--- src/rtl/mips_mem_pkg.sv ---
// Shared constants for the MIPS memory subsystem: SRAM arbiter FSM encoding,
// requester ids and the latched-access record.
package mips_mem_pkg;

   localparam int DEF_ADDR_W      = 20;
   localparam int DEF_WAIT_CYCLES = 1;

   localparam logic [2:0] ST_IDLE    = 3'd0;
   localparam logic [2:0] ST_RD      = 3'd1;
   localparam logic [2:0] ST_WR      = 3'd2;
   localparam logic [2:0] ST_WR_HOLD = 3'd3;
   localparam logic [2:0] ST_DONE    = 3'd4;

   localparam logic REQ_IF  = 1'b0;
   localparam logic REQ_MEM = 1'b1;

   typedef struct packed {
      logic        id;
      logic [3:0]  be;
      logic [31:0] wdata;
   } acc_t;

endpackage

--- src/rtl/sram_arbiter.sv ---
// Arbitrates one asynchronous single-port SRAM between the IF and MEM ports,
// sequencing registered strobes with WAIT_CYCLES extra cycles per access.
module sram_arbiter
   import mips_mem_pkg::*;
#(
   parameter int ADDR_W      = DEF_ADDR_W,
   parameter int WAIT_CYCLES = DEF_WAIT_CYCLES
) (
   input  logic              clk,
   input  logic              reset,
   input  logic              if_req,
   input  logic [31:0]       if_addr,
   output logic              if_ack,
   output logic [31:0]       if_rdata,
   input  logic              mem_req,
   input  logic              mem_we,
   input  logic [3:0]        mem_be,
   input  logic [31:0]       mem_addr,
   input  logic [31:0]       mem_wdata,
   output logic              mem_ack,
   output logic [31:0]       mem_rdata,
   output logic              if_stall,
   output logic              mem_stall,
   output logic [ADDR_W-1:0] sram_addr,
   output logic [31:0]       sram_wdata,
   output logic              sram_data_oe,
   input  logic [31:0]       sram_rdata,
   output logic              sram_ce_n,
   output logic              sram_oe_n,
   output logic              sram_we_n,
   output logic [3:0]        sram_be_n
);

   localparam int CNT_W = (WAIT_CYCLES > 0) ? $clog2(WAIT_CYCLES + 1) : 1;
   localparam logic [CNT_W-1:0] CNT_LAST = CNT_W'(WAIT_CYCLES);

   logic [2:0]        state_q, state_d;
   logic [CNT_W-1:0]  cnt_q, cnt_d;
   logic              last_grant_q, last_grant_d;
   acc_t              acc_q, acc_d;
   logic [ADDR_W-1:0] addr_q, addr_d;
   logic [31:0]       if_rdata_q, if_rdata_d;
   logic [31:0]       mem_rdata_q, mem_rdata_d;
   logic              ce_n_q, ce_n_d;
   logic              oe_n_q, oe_n_d;
   logic              we_n_q, we_n_d;
   logic [3:0]        be_n_q, be_n_d;
   logic              data_oe_q, data_oe_d;
   logic              if_ack_q, if_ack_d;
   logic              mem_ack_q, mem_ack_d;
   logic              grant_mem;

   // Byte-lane and above-window address bits are discarded by design.
   logic unused_addr_bits;
   assign unused_addr_bits = ^{if_addr >> (ADDR_W + 2), if_addr[1:0],
                               mem_addr >> (ADDR_W + 2), mem_addr[1:0]};

   // NOTE: every combinational output is given a default first so no path
   // through the case statement can leave it unassigned and infer a latch.
   always_comb begin
      state_d      = state_q;
      cnt_d        = cnt_q;
      last_grant_d = last_grant_q;
      acc_d        = acc_q;
      addr_d       = addr_q;
      if_rdata_d   = if_rdata_q;
      mem_rdata_d  = mem_rdata_q;
      grant_mem    = 1'b0;

      case (state_q)
         ST_IDLE: begin
            if (if_req || mem_req) begin
               // Round-robin on a tie: MEM wins unless it won last time.
               grant_mem = mem_req && (!if_req || (last_grant_q != REQ_MEM));
               if (grant_mem) begin
                  acc_d   = '{id: REQ_MEM, be: mem_be, wdata: mem_wdata};
                  addr_d  = mem_addr[ADDR_W+1:2];
                  state_d = mem_we ? ST_WR : ST_RD;
               end else begin
                  acc_d   = '{id: REQ_IF, be: 4'h0, wdata: 32'h0};
                  addr_d  = if_addr[ADDR_W+1:2];
                  state_d = ST_RD;
               end
               last_grant_d = acc_d.id;
               cnt_d        = '0;
            end
         end
         ST_RD: begin
            if (cnt_q == CNT_LAST) begin
               if (acc_q.id == REQ_MEM) mem_rdata_d = sram_rdata;
               else                     if_rdata_d  = sram_rdata;
               state_d = ST_DONE;
            end else begin
               cnt_d = cnt_q + CNT_W'(1);
            end
         end
         ST_WR: begin
            if (cnt_q == CNT_LAST) state_d = ST_WR_HOLD;
            else                   cnt_d   = cnt_q + CNT_W'(1);
         end
         ST_WR_HOLD: state_d = ST_DONE;
         ST_DONE:    state_d = ST_IDLE;
         default:    state_d = ST_IDLE;
      endcase

      // Pin strobes are registered from the next state so they change
      // cleanly on the clock edge that enters each phase.
      ce_n_d    = !((state_d == ST_RD) || (state_d == ST_WR) || (state_d == ST_WR_HOLD));
      oe_n_d    = (state_d != ST_RD);
      we_n_d    = (state_d != ST_WR);
      data_oe_d = (state_d == ST_WR) || (state_d == ST_WR_HOLD);
      if (state_d == ST_RD)
         be_n_d = 4'h0;
      else if (data_oe_d)
         be_n_d = ~acc_d.be;
      else
         be_n_d = 4'hF;
      if_ack_d  = (state_d == ST_DONE) && (acc_d.id == REQ_IF);
      mem_ack_d = (state_d == ST_DONE) && (acc_d.id == REQ_MEM);
   end

   // NOTE: state is updated with non-blocking assignments so every register
   // samples pre-edge values regardless of statement order.
   always_ff @(posedge clk) begin
      if (reset) begin
         state_q      <= ST_IDLE;
         cnt_q        <= '0;
         last_grant_q <= REQ_IF;
         acc_q        <= '0;
         addr_q       <= '0;
         if_rdata_q   <= '0;
         mem_rdata_q  <= '0;
         ce_n_q       <= 1'b1;
         oe_n_q       <= 1'b1;
         we_n_q       <= 1'b1;
         be_n_q       <= 4'hF;
         data_oe_q    <= 1'b0;
         if_ack_q     <= 1'b0;
         mem_ack_q    <= 1'b0;
      end else begin
         state_q      <= state_d;
         cnt_q        <= cnt_d;
         last_grant_q <= last_grant_d;
         acc_q        <= acc_d;
         addr_q       <= addr_d;
         if_rdata_q   <= if_rdata_d;
         mem_rdata_q  <= mem_rdata_d;
         ce_n_q       <= ce_n_d;
         oe_n_q       <= oe_n_d;
         we_n_q       <= we_n_d;
         be_n_q       <= be_n_d;
         data_oe_q    <= data_oe_d;
         if_ack_q     <= if_ack_d;
         mem_ack_q    <= mem_ack_d;
      end
   end

   assign if_ack       = if_ack_q;
   assign mem_ack      = mem_ack_q;
   assign if_rdata     = if_rdata_q;
   assign mem_rdata    = mem_rdata_q;
   assign if_stall     = if_req & ~if_ack_q;
   assign mem_stall    = mem_req & ~mem_ack_q;
   assign sram_addr    = addr_q;
   assign sram_wdata   = acc_q.wdata;
   assign sram_data_oe = data_oe_q;
   assign sram_ce_n    = ce_n_q;
   assign sram_oe_n    = oe_n_q;
   assign sram_we_n    = we_n_q;
   assign sram_be_n    = be_n_q;

endmodule
--- config.mk ---
export PLATFORM = sky130hd
export DESIGN_NAME = sram_arbiter
export DESIGN_NICKNAME = d
export VERILOG_FILES = /design/src/rtl/mips_mem_pkg.sv /design/src/rtl/sram_arbiter.sv
export SDC_FILE = /design/constraint.sdc
export NUM_CORES = 1
export LEC_CHECK = 0
export BUFFER_PORTS_ARGS = -buffer_cell sky130_fd_sc_hd__buf_2
export CAP_MARGIN = 10
export CELL_PAD_IN_SITES_DETAIL_PLACEMENT = 1
export CELL_PAD_IN_SITES_GLOBAL_PLACEMENT = 2
export CORE_MARGIN = 5
export CORE_UTILIZATION = 27
export DETAILED_ROUTE_END_ITERATION = 10
export GPL_ROUTABILITY_DRIVEN = 1
export GPL_TIMING_DRIVEN = 0
export HOLD_SLACK_MARGIN = 0.08
export PLACE_DENSITY = 0.83
export SKIP_CTS_REPAIR_TIMING = 1
export SKIP_LAST_GASP = 1
export SLEW_MARGIN = 0
export SYNTH_ARGS = -nofsm -noshare
export SYNTH_HDL_FRONTEND = slang
export SYNTH_SLANG_ARGS = --single-unit
--- constraint.sdc ---
create_clock -name clk -period 2.75 [get_ports clk]
set_clock_uncertainty 0.15 [all_clocks]
set_input_delay 0 -clock clk [delete_from_list [all_inputs] [get_ports clk]]
set_output_delay 0 -clock clk [all_outputs]
set_load 0.02 [all_outputs]
**Yosys cells after proc, flatten, opt, wreduce, memory -nomap -nowiden**

Index checks and enable logic that the tools add are counted.

- Register bits: 136
- Word-level logic and storage cells: 67
- Output and inout port bits: 128
- Bits of input ports: 137

- Bitwise logic cells: 8
- Eq/ne operators: 10
- $add $sub $neg: 1
- Multiplexer cells: 15
- Reduce and logical (&&, ||, !) cells: 17

Operators by type and width:

| operator | count |
|---|---|
| $mux W37 | 3 |
| $mux W20 | 1 |
| $eq A3 B2 Y1 const B | 4 |
| $pmux W3 S4 | 1 |
| $mux W3 | 3 |
| $mux W4 | 2 |
| $eq A3 B1 Y1 const B | 2 |
| $reduce_and A3 Y1 | 2 |
| $logic_or A1 B1 Y1 | 5 |
| $not A1 Y1 | 5 |
| $mux W2 | 2 |
| $not A4 Y4 | 1 |
| $reduce_and A2 Y1 | 2 |
| $eq A3 B3 Y1 const B | 1 |
| $logic_and A1 B1 Y1 | 3 |
| $logic_not A3 Y1 | 1 |
| $ne A3 B1 Y1 const B | 1 |
| $ne A3 B2 Y1 const B | 1 |
| $and A1 B1 Y1 | 2 |
| $logic_not A1 Y1 | 2 |
| $mux W1 | 2 |
| $ne A2 B2 Y1 const B | 1 |
| $pmux W1 S2 | 1 |
| $reduce_bool A2 Y1 | 1 |
| other kinds (2) | 2 |

**Depth between registers and ports, before layout**

- Depth after elaboration: 10
- Mapped depth: 7
- Depth with buffers taken out: 4

**Least setup slack after synthesis**

OpenSTA, ideal clock, no wires.

- Path kind: register to register
- From: reg state_q[0]
- To: reg be_n_q[0], in the netlist sram_be_n[0]
- Arrival time: 1.338 ns
- Required time: 2.472 ns
- Setup time: 0.128 ns
- Stages on the path, launching flop included: 5
- Period minus slack after synthesis: 1.616 ns
- Slack: 1.134 ns
- Path buffers: 0
- Cells stage by stage: dfxtp_1 > or3b_1 > a21o_1 > a211oi_4 > a21oi_1

- Longest elaborated chain between the ends: 6
- Elaborated cells between the ends (all ways): 16
- Those cells by class: eq/ne (6); mux (7); bitwise (1); reduce/logical (2)

Ends and longest elaborated chain:

| element | RTL line | RTL |
|---|---|---|
| start, declared | sram_arbiter.sv:37 | `logic [2:0] state_q, state_d;` |
| start signal, assigned | sram_arbiter.sv:141 | `state_q <= state_d;` |
| $eq A3 B2 Y1, or another cell as far along | sram_arbiter.sv:70 | `case (state_q)` |
| $pmux W3 S4 | sram_arbiter.sv:70 |  |
| $eq A3 B2 Y1 | sram_arbiter.sv:111 | `data_oe_d = (state_d == ST_WR) \|\| (state_d == ST_WR_HOLD);` |
| $logic_or A1 B1 Y1 | sram_arbiter.sv:111 |  |
| $mux W4 | sram_arbiter.sv:114 | `else if (data_oe_d)` |
| $mux W4 (*) | sram_arbiter.sv:112 | `if (state_d == ST_RD)` |
| end signal, assigned | sram_arbiter.sv:151 | `be_n_q <= be_n_d;` |
| end, declared | sram_arbiter.sv:47 | `logic [3:0] be_n_q, be_n_d;` |

Mark *: on every way between the ends. The rest lies on a longest branch, timed or not.
A chain may end at the register's enable or synchronous reset.

**Final worst setup path**

- From: reg last_grant_q
- To: reg addr_q[15], in the netlist sram_addr[15]

- Longest elaborated chain between the ends: 4

Ends and longest elaborated chain:

| element | RTL line | RTL |
|---|---|---|
| start, declared | sram_arbiter.sv:39 | `logic last_grant_q, last_grant_d;` |
| start signal, assigned | sram_arbiter.sv:143 | `last_grant_q <= last_grant_d;` |
| $not A1 Y1 | sram_arbiter.sv:74 | `grant_mem = mem_req && (!if_req \|\| (last_grant_q != REQ_MEM));` |
| $logic_or A1 B1 Y1 | sram_arbiter.sv:74 |  |
| $logic_and A1 B1 Y1 | sram_arbiter.sv:74 |  |
| $mux W20 | sram_arbiter.sv:75 | `if (grant_mem) begin` |
| end signal, assigned | sram_arbiter.sv:145 | `addr_q <= addr_d;` |
| end, declared | sram_arbiter.sv:41 | `logic [ADDR_W-1:0] addr_q, addr_d;` |

No other way between the ends.

==> metrics <==
status finished, final reports clean; largest net degree at the start of global routing 17; Die H 148.2 um; CTS Sinks 136; Area contributors post-synth dfxtp_1, nand2_1, a21oi_1; Top Ports 265; Net Count, Synth 720; synthesized instance count 583; Critical Path, Cell by Cell a21bo_1 > buf_2 > buf_2 > mux2i_1 > dlygate4sd3_1 > a211oi_1; pre-CTS setup slack 0.6714 ns; core area 18770 um2; crit-path most repeated cell buf_2; CP Class flip-flop to flip-flop; hold path depth 4; CTS tree yes; routed len/inst 16.21 um; routing usage on met2 25.65%; Critical R2R Launch last_grant_q$_SDFFE_PP0P_; grt peak-use layer met2; Max Freq 0.4604 GHz; Warnings, synthesis 0; MaxCap Viol Count 0; RSZ-0062 raised after global routing no; placed inst area 6651 um2; CTS buffer count 17; min-delay worst type primary input to flip-flop; crit path max fanout 10; slowest stage delay, CP 0.58 ns; post-synthesis cell area 5157 um2; Crit path arrival time 2.34 ns; CP Capture Type flip-flop; Placer Congestion 0.7465; FILL cells 2253; H-tree depth 4; post-layout min period 2.172 ns; number of global-route vias before repair 4953; P&R area growth vs syn 62.25%; drt pass-1 iters 7; Avg Synthesized Cell Area 8.846 um2; Register-to-Register Setup Slack 0.58 ns; Slew @ Worst Pin 0.6004 ns; Pleak 3.858 nW; first-pass GRT wire length 26880 um; crit path launch type flip-flop; clk_lat worst skew 0.42 ns; synth unique cells 33; M1 GR Usage 19.36%; Seq cells post-synth 136; via count 5360; Largest delay share family, worst path buffers and inverters; fin crit share 78.99%; # rows 50; R2R Path End sram_addr[15]$_SDFFE_PP0P_; Synth top area share 52.79%; DP Wirelength 13530 um; Hold Startpoint mem_wdata[25]; met3 Usage GRT 5.088%; Antenna Cells 0; final WL 19460 um; Max clock buf depth 2; WP data required 2.92 ns; most frequent cells in the layout buf_2, dfxtp_1, nand2_1; Worst path slowest cell dlygate4sd3_1; Die W 148.2 um; Worst R2R Path Depth 6; Reg clk slew, reported paths 0.06 ns; Total GRT Usage 15.59%; post-synth top area cell dfxtp_1; Final Hold Vio Count 0; GRT overflow 0; Seq/Total Area, Yosys 52.79%; Initial DRC Count 100; fraction of layout instances using a drive strength above 1 34.75%; Final #Nets 1091; Final ANT Viol Nets 0; CTS root buf clkbuf_16; worst rel slew slack 59.97%; I/O Buffers 240; # DRC 0; # setup viols final 0; Final Cell Area 8368 um2; die area 21970 um2; Max VDD drop 0.3844 mV; setup TNS 0 ns; initial antenna violation count 0; worst hold margin 0.2149 ns; via/cell ratio 4.463; worst hold path endpoint sram_wdata[25]$_SDFFE_PP0P_; Buf+Inv Stages, Crit Path 3; pwr/cell area 680.7 nW/um2; max-slew violations 0; final worst slack 0.5778 ns; most common cell after layout, fill and taps aside buf_2; Initial Util 27.48%
[worst min-delay path, delay by kind of cell]
kind / cells / cell delay [ns]
buffers and inverters: 2 / 0.60
AOI/OAI and AO/OA: 1 / 0.05
and+or+nand+nor: 1 / 0.08
[area by class of cell]
type                    count  area [um2]  area share, %
plain buffers              76       470.5          5.622
clock buffers              19       452.9          5.413
clock inverters            13       142.6          1.705
inverters                   3       11.26         0.1346
multi-input cells         368        1953          23.34
flip-flops and latches    136        2723          32.54
well taps                 234       292.8          3.499
repair buffers            352        2322          27.75
[flip-flops by register name, summed over array words and instances (netlist names), 3 cells and up]
name / flops
sram_be_n: 4
state_q: 3
sram_wdata: 32
acc_q: 5
sram_addr: 20
mem_rdata: 32
if_rdata: 32
[cells by family (layout without fill, tap and decap cells)]
group,Yosys count,after routing,synth area share [%]
simple gates,211,211,16.72
compound gates,136,136,17.10
flops,136,136,52.79
buf+inv,79,463,9.340
mux,20,20,3.882
xor+xnor,1,1,0.1699
[how the worst max path moves through the flow]
| stage | cells after the start | endpoint | start | slack, ns |
|---|---|---|---|---|
| after global routing | 6 | sram_addr[15]$_SDFFE_PP0P_ | last_grant_q$_SDFFE_PP0P_ | 0.46 |
| after detailed placement | 5 | sram_wdata[26]$_SDFFE_PP0P_ | reset | 0.67 |
| after floorplan | 4 | sram_be_n[0]$_SDFF_PP1_ | state_q[0]$_SDFF_PP0_ | 1.13 |
| after CTS | 5 | mem_rdata[16]$_SDFFE_PP0P_ | state_q[2]$_SDFF_PP0_ | 0.83 |
| final | 6 | sram_addr[15]$_SDFFE_PP0P_ | last_grant_q$_SDFFE_PP0P_ | 0.58 |
| after global placement | 5 | last_grant_q$_SDFFE_PP0P_ | reset | 0.74 |
[metal layers]
layer / routed length [um] / up-vias / part of all wire [%]
met3: 1260 / 21 / 6.5
li1: - / 2669 / -
met5: 0 / - / 0
met2: 9645 / 175 / 50
met1: 8280 / 2495 / 43
met4: 277 / 0 / 1.4
[metrics by stage]
stage	util, %	cells	total power, mW
6_report	44.59	1201	5.696
5_1_grt	44.59	1201	5.967
4_1_cts	38.61	1089	5.626
3_5_place_dp	35.44	1057	3.298
3_3_place_gp	35.44	1057	3.285
2_1_floorplan	-	583	2.897
[where the power goes]
part,switching [mW],internal (mW)
clock,0.909,1.39
sequential,0.0843,2.13
combinational,0.667,0.518
total,1.66,4.04
[synthesized netlist by cell type]
| cell type | n |
|---|---|
| a21oi_1 | 71 |
| nand2b_1 | 2 |
| o21bai_1 | 2 |
| o221ai_1 | 1 |
| o21a_1 | 1 |
| or3_1 | 1 |
| a211oi_4 | 1 |
| buf_4 | 37 |
| o21ai_1 | 1 |
| a21o_1 | 1 |
| buf_2 | 19 |
| dfxtp_1 | 136 |
| buf_6 | 3 |
| nor2b_1 | 10 |
| clkbuf_1 | 16 |
| a211oi_1 | 20 |
| or3b_2 | 1 |
| a21bo_1 | 1 |
| nand2_1 | 131 |
| and2_2 | 1 |
| or3b_1 | 1 |
| and4bb_1 | 1 |
| mux2i_1 | 20 |
| and2_1 | 2 |
| a22oi_1 | 32 |
| xnor2_1 | 1 |
| o41ai_4 | 1 |
| a22o_1 | 4 |
| nand3b_1 | 1 |
| nor2_1 | 59 |
| inv_1 | 3 |
| buf_1 | 1 |
| nor3_2 | 1 |
No activity file was read; power rests on OpenSTA's default activity.
